==> src/rtl/fir_result_reader.sv <==
// fir_result_reader
//   Streams a block of bytes out of the FIR sample memory after a filter run.
//   On start it reads `count` consecutive bytes from `base_addr` through the
//   memory's registered-read port and presents them on a valid/ready stream.
//   A 2-entry FIFO absorbs the one-cycle read latency. The word returning
//   from memory bypasses the empty FIFO, so the first beat appears two
//   cycles after start.
//
// Ports
//   clk, rst            clock; asynchronous active-low reset
//   start               begin a read-out (sampled in IDLE only)
//   base_addr, count    run parameters, captured when start is accepted
//   busy, done          run in progress / one-cycle end-of-run pulse
//   mem_en, mem_addr    read strobe and address to the sample memory
//   mem_rdata           read data, valid the cycle after mem_en
//   m_data, m_valid     output byte stream
//   m_ready, m_last     consumer ready / final beat of the run
module fir_result_reader #(
    parameter int ADDR_W = 10,
    parameter int DATA_W = 8
) (
    input  logic              clk,
    input  logic              rst,
    input  logic              start,
    input  logic [ADDR_W-1:0] base_addr,
    input  logic [ADDR_W:0]   count,
    output logic              busy,
    output logic              done,
    output logic              mem_en,
    output logic [ADDR_W-1:0] mem_addr,
    input  logic [DATA_W-1:0] mem_rdata,
    output logic [DATA_W-1:0] m_data,
    output logic              m_valid,
    input  logic              m_ready,
    output logic              m_last
);

    typedef enum logic [1:0] {
        S_IDLE,
        S_READ,
        S_DRAIN,
        S_FINISH
    } state_t;

    state_t            state_q, state_d;
    logic [ADDR_W-1:0] rd_addr_q, rd_addr_d;
    logic [ADDR_W:0]   issued_rem_q, issued_rem_d;
    logic [ADDR_W:0]   beats_rem_q, beats_rem_d;
    logic              inflight_q, inflight_d;
    logic              busy_q, busy_d;
    logic              done_q, done_d;

    // FIFO bookkeeping; the two data slots live in fifo_q.
    logic [DATA_W-1:0] fifo_q [2];
    logic [1:0]        occ_q, occ_d;
    logic              rd_ptr_q, rd_ptr_d;
    logic              wr_ptr_q, wr_ptr_d;

    logic              pop;
    logic              pop_fifo;
    logic              push;
    logic              issue;
    logic              last_pop;
    logic [2:0]        level;

    // The returning read counts as "present" even before it lands in the FIFO.
    assign m_valid  = (occ_q != 2'd0) || inflight_q;
    assign m_data   = (occ_q != 2'd0) ? fifo_q[rd_ptr_q]
                    : (inflight_q ? mem_rdata : '0);
    assign m_last   = m_valid && (beats_rem_q == (ADDR_W+1)'(1));
    assign pop      = m_valid && m_ready;
    // A pop with an empty FIFO consumes the bypassed word directly.
    assign pop_fifo = pop && (occ_q != 2'd0);
    assign push     = inflight_q && !(occ_q == 2'd0 && pop);
    assign last_pop = pop && (beats_rem_q == (ADDR_W+1)'(1));

    // Entries held after this cycle; a new read may only be issued if the
    // word it returns next cycle still has a slot to land in.
    assign level    = {1'b0, occ_q} + {2'b00, inflight_q} - {2'b00, pop};
    assign issue    = (state_q == S_READ) && (issued_rem_q != '0) && (level <= 3'd1);

    assign mem_en   = issue;
    assign mem_addr = rd_addr_q;
    assign busy     = busy_q;
    assign done     = done_q;

    always_comb begin
        // NOTE: every signal gets a default first so no path leaves one unassigned and infers a latch.
        state_d      = state_q;
        rd_addr_d    = issue ? rd_addr_q + 1'b1 : rd_addr_q;
        issued_rem_d = issue ? issued_rem_q - 1'b1 : issued_rem_q;
        beats_rem_d  = pop ? beats_rem_q - 1'b1 : beats_rem_q;
        inflight_d   = issue;
        busy_d       = busy_q;
        occ_d        = occ_q + {1'b0, push} - {1'b0, pop_fifo};
        wr_ptr_d     = wr_ptr_q ^ push;
        rd_ptr_d     = rd_ptr_q ^ pop_fifo;

        unique case (state_q)
            S_IDLE: begin
                if (start) begin
                    rd_addr_d    = base_addr;
                    issued_rem_d = count;
                    beats_rem_d  = count;
                    busy_d       = 1'b1;
                    state_d      = (count == '0) ? S_FINISH : S_READ;
                end
            end
            S_READ: begin
                if (issue && issued_rem_q == (ADDR_W+1)'(1)) state_d = S_DRAIN;
            end
            S_DRAIN: begin
                // The last accepted beat empties the FIFO with nothing in flight.
                if (last_pop) begin
                    state_d = S_FINISH;
                    busy_d  = 1'b0;
                end
            end
            S_FINISH: begin
                state_d = S_IDLE;
                busy_d  = 1'b0;
            end
            default: state_d = S_IDLE;
        endcase

        done_d = (state_d == S_FINISH);
    end

    always_ff @(posedge clk or negedge rst) begin
        // NOTE: sequential state uses non-blocking assignments so all flops update together at the edge.
        if (!rst) begin
            state_q      <= S_IDLE;
            rd_addr_q    <= '0;
            issued_rem_q <= '0;
            beats_rem_q  <= '0;
            inflight_q   <= 1'b0;
            busy_q       <= 1'b0;
            done_q       <= 1'b0;
            occ_q        <= 2'd0;
            rd_ptr_q     <= 1'b0;
            wr_ptr_q     <= 1'b0;
        end else begin
            state_q      <= state_d;
            rd_addr_q    <= rd_addr_d;
            issued_rem_q <= issued_rem_d;
            beats_rem_q  <= beats_rem_d;
            inflight_q   <= inflight_d;
            busy_q       <= busy_d;
            done_q       <= done_d;
            occ_q        <= occ_d;
            rd_ptr_q     <= rd_ptr_d;
            wr_ptr_q     <= wr_ptr_d;
        end
    end

    // NOTE: FIFO data slots are not reset; occupancy gates them, so their contents never matter when empty.
    always_ff @(posedge clk) begin
        if (push) fifo_q[wr_ptr_q] <= mem_rdata;
    end

endmodule

==> config.mk <==
export PLATFORM = sky130hd
export DESIGN_NAME = fir_result_reader
export DESIGN_NICKNAME = d
export VERILOG_FILES = /design/src/rtl/fir_result_reader.sv
export SDC_FILE = /design/constraint.sdc
export NUM_CORES = 1
export LEC_CHECK = 0
export CAP_MARGIN = 15
export CORE_ASPECT_RATIO = 0.8
export CORE_UTILIZATION = 52
export CTS_CLUSTER_DIAMETER = 60
export DETAILED_ROUTE_END_ITERATION = 10
export PLACE_DENSITY_LB_ADDON = 0.08
export RECOVER_POWER = 25
export SYNTH_ARGS = -nofsm -noshare
export SYNTH_HDL_FRONTEND = slang
export SYNTH_SLANG_ARGS = --single-unit
export TNS_END_PERCENT = 100
==> constraint.sdc <==
create_clock -name clk -period 4.1 [get_ports clk]
set_input_delay 0.82 -clock clk [delete_from_list [all_inputs] [get_ports clk]]
set_output_delay 0.82 -clock clk [all_outputs]
set_load 0.01 [all_outputs]
[Word-level counts from Yosys, hierarchy flattened]
Memories as Yosys holds them, arrays and structs flattened.
Cells that the tools add are included.
Word-level totals
  output and inout port bits: 23
  bits in registers: 41
  input port bits: 33
  memories: 1
  memory bits (writable): 16
  word-level logic and storage cells: 68
Memories
  fifo_q: words 2, width 8, rd ports 1, clocked after memory_dff 0, write ports 1, line 54  | logic [DATA_W-1:0] fifo_q [2];
Cells by class
  bitwise logic cells: 2
  add/sub/neg operators: 7
  equal/unequal tests: 8
  reduce and logical (&&, ||, !) cells: 18
  $lt $le $gt $ge: 1
  multiplexer cells: 21
Operators with widths (number)
  $mux W11: 6
  $mux W10: 3
  $eq A11 B1 Y1 const B: 2
  $sub A11 B1 Y11 const B: 2
  $mux W8: 2
  $logic_not A11 Y1: 1
  $reduce_bool A11 Y1: 1
  $add A10 B1 Y10 const B: 1
  $logic_and A1 B1 Y1: 9
  $mux W2: 4
  $pmux W2 S4: 1
  $eq A2 B2 Y1 const B: 3
  $logic_not A2 Y1: 2
  $mux W1: 4
  $ne A2 B2 Y1 const B: 2
  $add A2 B1 Y3: 1
  $le A3 B1 Y1 const B: 1
  $pmux W1 S3: 1
  $reduce_and A3 Y1: 1
  $reduce_bool A3 Y1: 1
  $sub A3 B1 Y3: 1
  $add A2 B1 Y2: 1
  $eq A2 B1 Y1 const B: 1
  $reduce_bool A2 Y1: 1
  other kinds (4): 5

[Longest topological paths before layout]
  depth in word-level cells: 10
  depth in mapped cells: 12
  gate-level depth less buffers: 9

[Worst setup path after synthesis]
Ideal clock, no wire load.
  path kind: in2out
  start: input port m_ready
  end: output port mem_en
  path buffers: 1
  data arrival time: 2.546 ns
  data required time: 3.280 ns
  stages on the path: 9
  path slack: 0.734 ns
  cell sequence: o31ai_1 -> mux2i_1 -> ha_1 -> inv_1 -> fa_1 -> xnor2_2 -> nand2_1 -> buf_2 -> nor2_1
Between the ends
  cells in the longest elaborated chain, start to end: 4
RTL lines
  start: declaration: line 34  | input logic m_ready,
  $logic_and A1 B1 Y1: line 71  | assign pop = m_valid && m_ready;
  $sub A3 B1 Y3: line 79  | assign level = {1'b0, occ_q} + {2'b00, inflight_q} - {2'b00, pop};
  $le A3 B1 Y1: line 80  | assign issue = (state_q == S_READ) && (issued_rem_q != '0) && (level <= 3'd1);
  $logic_and A1 B1 Y1: line 80
  end: declaration: line 29  | output logic mem_en,
No other way between the ends.

[Worst setup path after layout]
Same ends and word-level chain as after synthesis.

==> metrics.cfg <==
[status]
status=finished with violations
violations=max-capacitance violations, max-slew violations

[cells_and_area]
syn2layout_area_growth_pct=29.1
nNetsFinal=424
drive_above_1_share=0.0961
antenna_cells=0
final_core_util=0.720
final_cell_area_um2=4070

[clock_tree]
cts_tree=done
cts-hold-fix-buffers=0
cts.sinks=57
h-tree-depth=3
cts-root-buf=clkbuf_8
cts_setup_buffers=0
clockBufferDepth=2
clkTransAtPathRegs_ns=0.06
postCtsResizedCells=0
cts_buffers=9
clock_latency_ns=0.34

[worst_hold_path]
holdPathEnd=busy
min_from=busy
hp-class=reg2reg
hold_path_depth=2

[die]
die_height_um=71.6
core-area_um2=5650
placementRows=24
start_util=0.558
die_w_um=89.0
pin_count=56
die_area_um2=6370

[placement]
portBuffers=55
dp_hpwl_um=5480
place.gp.congestion=0.845
postPlaceCellArea_um2=3800
post-place-ws_ns=0.0535

[synthesis]
synth_cell_types=53
ys_warn_count=0
yosysSeqAreaShare=0.479
syn_nets=361
async_flop_share=0.719
synth_edf_count=16
syn_inst=317
synth-seq-cells=57
avgSynthCellArea_um2=9.93
yosys_most_used_dff=dfrtp_1
synth_area_um2=3150

[global_routing]
overflow=0
grtUsageTotal=0.269
grt_pass1_vias=2551
grt_pass1_wl_um=12700
grt_max_degree=42
antenna_found_initial=0

[power_and_ir_drop]
powerDensity_nw_per_um2=742
fin_total_pwr_uw=3020
ir_drop_v=0.000364
p_leak_uw=0.00161

[detailed_routing]
num_vias=2690
wl_per_cell_um=16.5
via_per_inst=5.81
finalWirelength_um=7660
drt_pass1_iterations=4
remaining_drc_errors=0
drt_iter0_markers=177
ant_nets=0

[timing]
drv_slew=42
finalSetupViolations=0
setup_tns_ns=0
slew_headroom=-0.504
setup_ws_ns=0.458
fmax_mhz=275
rsz0062_at_grt=false
period_share=0.888
skew_ns=0.00312
fin_crit_ns=3.64
finalHoldViolations=0
max_slew.worst_pin.slew_ns=2.26

[setup_path]
timing.rr.start=occ_q[1]
worstRegToRegCells=9
required_ns=3.28
r2r_end=mem_addr[5]
crit_type=in2out
crit_fanout=2
endpoint_kind=output pin
critPathArrivalTime_ns=2.82
startpoint_type=input port
reg2reg_slack_ns=1.01

[run]
cap_violations=1

report_power, final:
group / internal [µW] / total [µW] / leakage, µW / switching, µW
logic: 653 / 1280 / 0.000868 / 625
clock network: 419 / 649 / 0.000120 / 229
registers: 812 / 1090 / 0.000622 / 277
stage by stage:
stage	instances	hold WS (ns)
final	463	0.545
after global routing	463	0.564
after detailed placement	446	0.514
after global placement	446	0.522
after CTS	462	0.539
after floorplan	317	0.499
layout make-up:
class / count / area, µm²
Clock inverter: 5 / 103
Inverter: 13 / 48.8
Sequential cell: 57 / 1510
Fill cell: 444 / 1580
Timing Repair Buffer: 68 / 652
Multi-Input combinational cell: 231 / 1520
Tap cell: 78 / 97.6
Clock buffer: 11 / 141
layout by cell type (no fill, tap or decap), drive strengths merged, types with 3 or more instances in the layout:
| cell | n |
|---|---|
| bufinv | 3 |
| a31o | 3 |
| nor4 | 5 |
| o21ai | 18 |
| inv | 13 |
| nand3 | 26 |
| dfrtp | 41 |
| nor2 | 28 |
| xnor2 | 4 |
| ha | 10 |
| nor3 | 7 |
| nand2 | 19 |
| a21oi | 15 |
| mux2i | 10 |
| clkdlybuf4s50 | 45 |
| o311ai | 4 |
| xor2 | 9 |
| or4 | 9 |
| or3 | 10 |
| o31ai | 4 |
| clkbuf | 12 |
| buf | 13 |
| nand4b | 3 |
| nor2b | 4 |
| o211ai | 3 |
| edfxtp | 16 |
| a31oi | 12 |
| dlygate4sd3 | 8 |
| nand4 | 8 |
state kept, by name (all words and copies together), names as in the netlist:
name	cells
beats_rem_q	11
state_q	2
busy	1
occ_q	2
wr_ptr_q	1
done	1
mem_addr	10
issued_rem_q	11
fifo_q	16
rd_ptr_q	1
inflight_q	1
cell families after synthesis:
logic type | Yosys count | share of synthesized area
adders and majority gates | 11 | 0.0461
AOI/OAI and AO/OA | 65 | 0.129
DFF | 57 | 0.479
and+or+nand+nor | 132 | 0.233
buffers and inverters | 29 | 0.0405
xor gates and xnor gates | 13 | 0.0409
muxes | 10 | 0.0318
layer usage:
layer	vias to the layer above	routed length, µm	GRT usage
li1	1306	-	-
met1	1306	3760	0.393
met4	0	54	0.0635
met5	-	0	0
met2	72	3380	0.395
met3	6	460	0.0795
worst max-delay path: stages:
cell and delay [ns]:
clkdlybuf4s50_1 0.48, o31ai_1 0.09, mux2i_1 0.14, ha_1 0.17
inv_1 0.05, fa_1 0.49, and3b_1 0.18, nand2_1 0.08
nor2_2 0.14, dlymetal6s2s_1 0.17
synth_stat cells (2+ instances only):
| master | instances | area, µm² |
|---|---|---|
| a21oi_1 | 15 | 75.1 |
| a31o_2 | 2 | 17.5 |
| a31oi_1 | 12 | 75.1 |
| and3_1 | 2 | 12.5 |
| and3b_1 | 2 | 17.5 |
| buf_2 | 3 | 15.0 |
| buf_4 | 2 | 15.0 |
| clkbuf_1 | 10 | 37.5 |
| dfrtp_1 | 41 | 1030 |
| edfxtp_1 | 16 | 480 |
| ha_1 | 10 | 125 |
| inv_1 | 13 | 48.8 |
| mux2i_1 | 10 | 100 |
| nand2_1 | 19 | 71.3 |
| nand3_1 | 26 | 130 |
| nand4_1 | 7 | 43.8 |
| nand4b_1 | 3 | 26.3 |
| nor2_1 | 28 | 105 |
| nor2b_1 | 4 | 25.0 |
| nor3_1 | 7 | 35.0 |
| nor4_1 | 4 | 25.0 |
| o211ai_1 | 3 | 22.5 |
| o21ai_0 | 15 | 75.1 |
| o21ai_1 | 3 | 15.0 |
| o311ai_0 | 2 | 17.5 |
| o311ai_1 | 2 | 17.5 |
| o31ai_1 | 4 | 30.0 |
| or3_1 | 10 | 62.6 |
| or4_1 | 9 | 67.6 |
| xnor2_1 | 3 | 26.3 |
| xor2_1 | 8 | 70.1 |
worst max-delay path by stage:
stage | from | to
after floorplan | m_ready | mem_en
after global placement | m_ready | mem_en
after detailed placement | m_ready | mem_en
after CTS | m_ready | mem_en
after global routing | m_ready | mem_en
final | m_ready | mem_en
(Power assumes the default switching activity.)
